==> src/rtl/cpu_pkg.sv <==
// Shared definitions for the multi-cycle CPU control unit: FSM states,
// opcode and ALU control encodings, and opcode classification helpers.
package cpu_pkg;

  typedef enum logic [3:0] {
    S_RST  = 4'd0,
    S_T0   = 4'd1,
    S_T1   = 4'd2,
    S_T2   = 4'd3,
    S_T3   = 4'd4,
    S_T4   = 4'd5,
    S_T5   = 4'd6,
    S_T6   = 4'd7,
    S_T7   = 4'd8,
    S_HALT = 4'd9
  } state_t;

  localparam logic [4:0] OP_LD   = 5'b00000;
  localparam logic [4:0] OP_ST   = 5'b00010;
  localparam logic [4:0] OP_ADD  = 5'b00011;
  localparam logic [4:0] OP_SUB  = 5'b00100;
  localparam logic [4:0] OP_AND  = 5'b00101;
  localparam logic [4:0] OP_OR   = 5'b00110;
  localparam logic [4:0] OP_SHR  = 5'b00111;
  localparam logic [4:0] OP_SHL  = 5'b01000;
  localparam logic [4:0] OP_ROR  = 5'b01001;
  localparam logic [4:0] OP_ROL  = 5'b01010;
  localparam logic [4:0] OP_MUL  = 5'b01110;
  localparam logic [4:0] OP_DIV  = 5'b01111;
  localparam logic [4:0] OP_NEG  = 5'b10000;
  localparam logic [4:0] OP_NOT  = 5'b10001;
  localparam logic [4:0] OP_NOP  = 5'b11010;
  localparam logic [4:0] OP_HALT = 5'b11011;

  localparam logic [3:0] ALU_ADD = 4'd0;
  localparam logic [3:0] ALU_SUB = 4'd1;
  localparam logic [3:0] ALU_AND = 4'd2;
  localparam logic [3:0] ALU_OR  = 4'd3;
  localparam logic [3:0] ALU_SHR = 4'd4;
  localparam logic [3:0] ALU_SHL = 4'd5;
  localparam logic [3:0] ALU_ROR = 4'd6;
  localparam logic [3:0] ALU_ROL = 4'd7;
  localparam logic [3:0] ALU_MUL = 4'd8;
  localparam logic [3:0] ALU_DIV = 4'd9;
  localparam logic [3:0] ALU_NEG = 4'd10;
  localparam logic [3:0] ALU_NOT = 4'd11;

  // Execution flavour of an instruction; decides the T3..T7 micro-steps.
  typedef enum logic [2:0] {
    CLS_ILLEGAL = 3'd0,
    CLS_RTYPE   = 3'd1,
    CLS_MULDIV  = 3'd2,
    CLS_UNARY   = 3'd3,
    CLS_LOAD    = 3'd4,
    CLS_STORE   = 3'd5,
    CLS_NOP     = 3'd6,
    CLS_HALT    = 3'd7
  } op_class_t;

  function automatic op_class_t classify(input logic [4:0] opcode);
    op_class_t cls;
    case (opcode)
      OP_ADD, OP_SUB, OP_AND, OP_OR,
      OP_SHR, OP_SHL, OP_ROR, OP_ROL: cls = CLS_RTYPE;
      OP_MUL, OP_DIV:                 cls = CLS_MULDIV;
      OP_NEG, OP_NOT:                 cls = CLS_UNARY;
      OP_LD:                          cls = CLS_LOAD;
      OP_ST:                          cls = CLS_STORE;
      OP_NOP:                         cls = CLS_NOP;
      OP_HALT:                        cls = CLS_HALT;
      default:                        cls = CLS_ILLEGAL;
    endcase
    return cls;
  endfunction

  function automatic logic [3:0] alu_code(input logic [4:0] opcode);
    logic [3:0] code;
    case (opcode)
      OP_ADD:  code = ALU_ADD;
      OP_SUB:  code = ALU_SUB;
      OP_AND:  code = ALU_AND;
      OP_OR:   code = ALU_OR;
      OP_SHR:  code = ALU_SHR;
      OP_SHL:  code = ALU_SHL;
      OP_ROR:  code = ALU_ROR;
      OP_ROL:  code = ALU_ROL;
      OP_MUL:  code = ALU_MUL;
      OP_DIV:  code = ALU_DIV;
      OP_NEG:  code = ALU_NEG;
      OP_NOT:  code = ALU_NOT;
      default: code = ALU_ADD;
    endcase
    return code;
  endfunction

endpackage

==> src/rtl/reg_select.sv <==
// Decodes a 4-bit register field into a one-hot GPR select, all-zero when
// the enable is low.
module reg_select (
  input  logic [3:0]  field,
  input  logic        enable,
  output logic [15:0] onehot
);

  // One-hot decode gated by enable.
  always_comb begin
    onehot = 16'h0000;
    if (enable) begin
      onehot[field] = 1'b1;
    end else begin
      onehot = 16'h0000;
    end
  end

endmodule

==> src/rtl/control_unit.sv <==
// Moore-style control unit for a multi-cycle datapath. The state register
// plus the IR value fully determine every output; memory waits are bounded
// by MEM_WAIT_MAX (0 = unbounded).
module control_unit
  import cpu_pkg::*;
#(
  parameter int unsigned MEM_WAIT_MAX = 32'd0
) (
  input  logic        clk,
  input  logic        reset,
  input  logic [31:0] IR,
  input  logic        mem_ready,
  input  logic        stop,
  output logic        PCout,
  output logic        Zhighout,
  output logic        Zlowout,
  output logic        MDRout,
  output logic        HIout,
  output logic        LOout,
  output logic        Cout,
  output logic        PCin,
  output logic        IRin,
  output logic        MARin,
  output logic        MDRin,
  output logic        Yin,
  output logic        Zin,
  output logic        HIin,
  output logic        LOin,
  output logic        IncPC,
  output logic [15:0] Rin,
  output logic [15:0] Rout,
  output logic        Read,
  output logic        Write,
  output logic [3:0]  control,
  output logic [31:0] C_sext,
  output logic        run,
  output logic        illegal,
  output logic        mem_err
);

  localparam bit          WAIT_BOUNDED = (MEM_WAIT_MAX != 32'd0);
  localparam logic [31:0] WAIT_LAST    = (MEM_WAIT_MAX == 32'd0) ? 32'd0 : (MEM_WAIT_MAX - 32'd1);

  state_t      state_r;
  logic [31:0] wait_cnt_r;
  logic        mem_err_r;

  logic [4:0]  opcode_s;
  logic [3:0]  ra_s;
  logic [3:0]  rb_s;
  logic [3:0]  rc_s;
  op_class_t   cls_s;
  logic        exec_s;
  logic        in_wait_s;

  logic        rin_en_s;
  logic [3:0]  rin_field_s;
  logic        rout_en_s;
  logic [3:0]  rout_field_s;

  assign opcode_s = IR[31:27];
  assign ra_s     = IR[26:23];
  assign rb_s     = IR[22:19];
  assign rc_s     = IR[18:15];
  assign cls_s    = classify(opcode_s);

  // Classes that run beyond fetch and need the T3+ micro-steps.
  always_comb begin
    case (cls_s)
      CLS_RTYPE, CLS_MULDIV, CLS_UNARY, CLS_LOAD, CLS_STORE: exec_s = 1'b1;
      default:                                               exec_s = 1'b0;
    endcase
  end

  // States that stall on mem_ready: fetch read, load read, store write.
  always_comb begin
    case (state_r)
      S_T1:    in_wait_s = 1'b1;
      S_T6:    in_wait_s = (cls_s == CLS_LOAD);
      S_T7:    in_wait_s = (cls_s == CLS_STORE);
      default: in_wait_s = 1'b0;
    endcase
  end

  // Sequencer: state, memory-wait counter and the registered mem_err pulse.
  always_ff @(posedge clk) begin
    if (!reset) begin
      state_r    <= S_RST;
      wait_cnt_r <= 32'd0;
      mem_err_r  <= 1'b0;
    end else begin
      mem_err_r  <= 1'b0;
      wait_cnt_r <= 32'd0;
      if (in_wait_s && !mem_ready) begin
        if (WAIT_BOUNDED && (wait_cnt_r == WAIT_LAST)) begin
          state_r   <= S_HALT;
          mem_err_r <= 1'b1;
        end else begin
          wait_cnt_r <= wait_cnt_r + 32'd1;
        end
      end else begin
        case (state_r)
          S_RST: state_r <= S_T0;
          S_T0: begin
            if (stop) begin
              state_r <= S_HALT;
            end else begin
              state_r <= S_T1;
            end
          end
          S_T1: state_r <= S_T2;
          S_T2: begin
            case (cls_s)
              CLS_HALT:             state_r <= S_HALT;
              CLS_NOP, CLS_ILLEGAL: state_r <= S_T0;
              default:              state_r <= S_T3;
            endcase
          end
          S_T3: begin
            if (exec_s) begin
              state_r <= S_T4;
            end else begin
              state_r <= S_T0;
            end
          end
          S_T4: begin
            if (exec_s && (cls_s != CLS_UNARY)) begin
              state_r <= S_T5;
            end else begin
              state_r <= S_T0;
            end
          end
          S_T5: begin
            case (cls_s)
              CLS_MULDIV, CLS_LOAD, CLS_STORE: state_r <= S_T6;
              default:                         state_r <= S_T0;
            endcase
          end
          S_T6: begin
            case (cls_s)
              CLS_LOAD, CLS_STORE: state_r <= S_T7;
              default:             state_r <= S_T0;
            endcase
          end
          S_T7:   state_r <= S_T0;
          S_HALT: state_r <= S_HALT;
          default: state_r <= S_RST;
        endcase
      end
    end
  end

  // Micro-step decode: control strobes and GPR field selects per state.
  always_comb begin
    PCout = 1'b0; Zhighout = 1'b0; Zlowout = 1'b0; MDRout = 1'b0;
    HIout = 1'b0; LOout = 1'b0; Cout = 1'b0;
    PCin = 1'b0; IRin = 1'b0; MARin = 1'b0; MDRin = 1'b0; Yin = 1'b0;
    Zin = 1'b0; HIin = 1'b0; LOin = 1'b0; IncPC = 1'b0;
    Read = 1'b0; Write = 1'b0;
    control = ALU_ADD;
    rin_en_s = 1'b0;  rin_field_s = 4'd0;
    rout_en_s = 1'b0; rout_field_s = 4'd0;
    case (state_r)
      S_T0: begin
        PCout = 1'b1; MARin = 1'b1; IncPC = 1'b1; Zin = 1'b1;
      end
      S_T1: begin
        Zlowout = 1'b1; PCin = 1'b1; Read = 1'b1; MDRin = 1'b1;
      end
      S_T2: begin
        MDRout = 1'b1; IRin = 1'b1;
      end
      S_T3: begin
        case (cls_s)
          CLS_RTYPE, CLS_LOAD, CLS_STORE: begin
            rout_en_s = 1'b1; rout_field_s = rb_s; Yin = 1'b1;
          end
          CLS_MULDIV: begin
            rout_en_s = 1'b1; rout_field_s = ra_s; Yin = 1'b1;
          end
          CLS_UNARY: begin
            rout_en_s = 1'b1; rout_field_s = rb_s;
            control = alu_code(opcode_s); Zin = 1'b1;
          end
          default: ;
        endcase
      end
      S_T4: begin
        case (cls_s)
          CLS_RTYPE: begin
            rout_en_s = 1'b1; rout_field_s = rc_s;
            control = alu_code(opcode_s); Zin = 1'b1;
          end
          CLS_MULDIV: begin
            rout_en_s = 1'b1; rout_field_s = rb_s;
            control = alu_code(opcode_s); Zin = 1'b1;
          end
          CLS_UNARY: begin
            Zlowout = 1'b1; rin_en_s = 1'b1; rin_field_s = ra_s;
          end
          CLS_LOAD, CLS_STORE: begin
            Cout = 1'b1; control = ALU_ADD; Zin = 1'b1;
          end
          default: ;
        endcase
      end
      S_T5: begin
        case (cls_s)
          CLS_RTYPE: begin
            Zlowout = 1'b1; rin_en_s = 1'b1; rin_field_s = ra_s;
          end
          CLS_MULDIV: begin
            Zlowout = 1'b1; LOin = 1'b1;
          end
          CLS_LOAD, CLS_STORE: begin
            Zlowout = 1'b1; MARin = 1'b1;
          end
          default: ;
        endcase
      end
      S_T6: begin
        case (cls_s)
          CLS_MULDIV: begin
            Zhighout = 1'b1; HIin = 1'b1;
          end
          CLS_LOAD: begin
            Read = 1'b1; MDRin = 1'b1;
          end
          CLS_STORE: begin
            rout_en_s = 1'b1; rout_field_s = ra_s; MDRin = 1'b1;
          end
          default: ;
        endcase
      end
      S_T7: begin
        case (cls_s)
          CLS_LOAD: begin
            MDRout = 1'b1; rin_en_s = 1'b1; rin_field_s = ra_s;
          end
          CLS_STORE: Write = 1'b1;
          default: ;
        endcase
      end
      default: ;
    endcase
  end

  // Status outputs: run, illegal-opcode pulse and the immediate constant.
  always_comb begin
    run     = (state_r != S_RST) && (state_r != S_HALT);
    illegal = (state_r == S_T2) && (cls_s == CLS_ILLEGAL);
    mem_err = mem_err_r;
    if (state_r == S_RST) begin
      C_sext = 32'd0;
    end else begin
      C_sext = {{13{IR[18]}}, IR[18:0]};
    end
  end

  reg_select u_rin_sel (
    .field  (rin_field_s),
    .enable (rin_en_s),
    .onehot (Rin)
  );

  reg_select u_rout_sel (
    .field  (rout_field_s),
    .enable (rout_en_s),
    .onehot (Rout)
  );

endmodule
==> config.mk <==
export PLATFORM = sky130hd
export DESIGN_NAME = control_unit
export DESIGN_NICKNAME = d
export VERILOG_FILES = /design/src/rtl/cpu_pkg.sv /design/src/rtl/reg_select.sv /design/src/rtl/control_unit.sv
export SDC_FILE = /design/constraint.sdc
export NUM_CORES = 1
export LEC_CHECK = 0
export ABC_CLOCK_PERIOD_IN_PS = 3600
export BUFFER_PORTS_ARGS = -buffer_cell sky130_fd_sc_hd__buf_2
export CORE_ASPECT_RATIO = 0.5
export CORE_MARGIN = 2
export CORE_UTILIZATION = 46
export CTS_BUF_LIST = sky130_fd_sc_hd__clkbuf_4 sky130_fd_sc_hd__clkbuf_8
export DETAILED_ROUTE_END_ITERATION = 7
export PLACE_DENSITY = 0.95
export SYNTH_ARGS = -nofsm -noshare
export SYNTH_HDL_FRONTEND = slang
export SYNTH_HIERARCHICAL = 1
export SYNTH_SLANG_ARGS = --single-unit
==> constraint.sdc <==
create_clock -name clk -period 3.6 [get_ports clk]
set_input_delay 0.36 -clock clk [delete_from_list [all_inputs] [get_ports clk]]
set_output_delay 0.36 -clock clk [all_outputs]
set_load 0.02 [all_outputs]
==> flow_summary.json <==
{
  "fin_tns_setup_ns": 0,
  "layout_setup_ws_ns": 0.361,
  "path_cells": "buf_2, ha_1, or2_4, a21oi_4, or2_1, o22ai_1, and2_1, or3b_4, nor3_2, buf_2",
  "worst_path_most_repeated_cell": "buf_2",
  "std_cell_rows": 15,
  "path_class": "in -> out",
  "whs_ns": 0.387,
  "firstDrtPassIters": 6,
  "syn_avg_cell_area_um2": 6.23,
  "fin_nets": 409,
  "die_w_um": 89.7,
  "synth_xor_area_share_pct": 0.519,
  "root_buffer": "clkbuf_8",
  "tightestPinTransition_ns": 0.589,
  "first_iter_violations": 249,
  "synth_top_family_by_area": "simple AND/OR/NAND/NOR gates",
  "io_buffers": 121,
  "synthTopCellsByCount": "42 x nor2_1, 24 x nand2_1, 22 x nor2b_1",
  "p_leak_nw": 1.13,
  "status": "complete, no violations",
  "place.gp.congestion": 0.973,
  "synth-seq-cells": 4,
  "ant_nets": 0,
  "synth_flop_cell": "dfxtp_1",
  "vias_per_cell": 5.52,
  "place_inst": 416,
  "regToRegSetupSlack_ns": 1.72,
  "place_area_mm2": 0.00218,
  "max_freq_ghz": 0.309,
  "synth_top_area_cell": "buf_4",
  "muxShareOfSynthArea_pct": 0.593,
  "num_antenna_cells": 0,
  "end_kind": "output port",
  "slew_violations": 0,
  "yosys-top-cells-area": "buf_4 9.3%, nor2_1 9.3%, nor2b_1 8.2%",
  "startpoint_type": "input pin",
  "vdd_drop_max_mv": 0.236,
  "vias": 2314,
  "layout-area-overhead-vs-synth_pct": 31.9,
  "synth-simple-area-share_pct": 49.8,
  "cts_tree": "yes",
  "gr-total-overflow": 0,
  "largest_registers": "state_r (4)",
  "die_h_um": 46.8,
  "drc": 0,
  "path_delay_family": "simple AND/OR/NAND/NOR gates",
  "fin_crit_ns": 3.24,
  "ys_seq_area_share_pct": 4.74,
  "crit_arrival_ns": 2.88,
  "clock-skew-final_ns": 0.0120,
  "synth_cells": 271,
  "synth-edff-count": 0,
  "slew_headroom_pct": 60.6,
  "max_flop_register": "state_r",
  "syn_area_mm2": 0.00169,
  "clock-sinks": 4,
  "wl_um": 5680,
  "drive_gt1_share_pct": 39.7,
  "power_mw": 0.506,
  "cts_buffers": 3,
  "hold_buffers": 0,
  "synth_cell_types": 55,
  "io_pins": 125,
  "synth_compound_area_share_pct": 27.0,
  "timing.max_cap.violations": 0,
  "setup_viol": 0,
  "critPathMaxFanout": 12,
  "die_area_mm2": 0.00420,
  "post_cts_buffers": 0,
  "yosys_warnings": 6,
  "hold_path.class": "in -> reg",
  "hold_violations": 0,
  "rsz0062_at_grt": "false",
  "final_cells": 419,
  "worst-path-buf-inv": 2,
  "crit_required_ns": 3.24,
  "grt_max_degree": 21,
  "grt_pass1_wl_um": 7850,
  "clk-insertion-delay-late_ns": 0.23,
  "clk_pin_slew_ns": 0.04,
  "post-route-period-util_pct": 90.0,
  "core_mm2": 0.00347,
  "critPathMaxStageDelay_ns": 0.44,
  "slowest_stage": "or3b_4",
  "grtUsageTotal_pct": 23.7,
  "stdcell_area_mm2": 0.00223,
  "largest_register_ffs": 4,
  "synth-adder-area-share_pct": 2.22,
  "final_core_util_pct": 64.1,
  "hpwl_um": 4580,
  "p_per_area_mw_per_mm2": 227,
  "synth.most_common_cell": "nor2_1",
  "clockBufferDepth": 2,
  "initial_utilization_pct": 48.6,
  "synth_top_area_share_pct": 9.34,
  "synthArstFlopShare_pct": 0,
  "pre_cts_ws_ns": 0.377,
  "antenna_found_initial": 0,
  "cts_resized": 0,
  "avgRoutedWirePerCell_um": 13.5,
  "grt_pass1_vias": 1769,
  "h-tree-depth": 1
}
worst register-to-register path: cells and delay by family, from the launching register on:
family | cells | cell delay (ns)
flip-flops | 1 | 0.58
AND/OR/NAND/NOR | 3 | 0.84
AO/OA/AOI/OAI | 3 | 0.33
power breakdown:
group	total [mW]	internal (mW)	switching, mW
registers	0.0613	0.0488	0.0125
clock network	0.104	0.0720	0.0315
logic	0.341	0.116	0.225
worst paths after layout:
kind	end	start	cells after the start
setup reg to reg	state_r[0]	state_r[2]	6
hold reg to reg	state_r[3]	state_r[0]	2
setup / recovery	Rin[0]	IR[28]	10
hold / removal	state_r[1]	reset	3
cell families (layout without fill, tap and decap cells):
logic type	Yosys count	after routing
and+or+nand+nor	151	151
AOI/OAI and AO/OA	67	67
buffers and inverters	43	138
DFF	4	4
adders and majority gates	3	3
other	1	3
xor gates and xnor gates	1	1
muxes	1	1
layer usage:
layer / GRT usage (%) / routed length (µm)
met3: 3.34 / 485
met2: 41.2 / 2720
met5: 0 / 0
met1: 32.0 / 2410
met4: 4.78 / 64
area by class of cell:
cell class                      count  area (µm²)
Tap cell                           51        63.8
Fill cell                         309        1250
Multi-Input combinational cell    226        1360
Timing Repair Buffer              126         643
Sequential cell                     4        80.1
Clock buffer                        3        41.3
Inverter                            9        33.8
layout by cell type, fill, tap and decap left out, drive strengths merged, types with 2 or more instances in the layout:
cell type and count:
buf 126, nor2 44, nand2 24, nor2b 22
o21ai 19, nor3 15, a21oi 14, a31oi 10
inv 9, nand2b 7, nand3 7, and2 5
a21o 4, nor3b 4, a22oi 4, dfxtp 4
nand3b 4, or2 4, nor4 4, ha 3
conb 3, clkbuf 3, or3 2, nand4 2
o32ai 2, o21a 2, a211o 2, or3b 2
nor4b 2, o211ai 2, o22ai 2, a211oi 2
(Power assumes the default switching activity.)
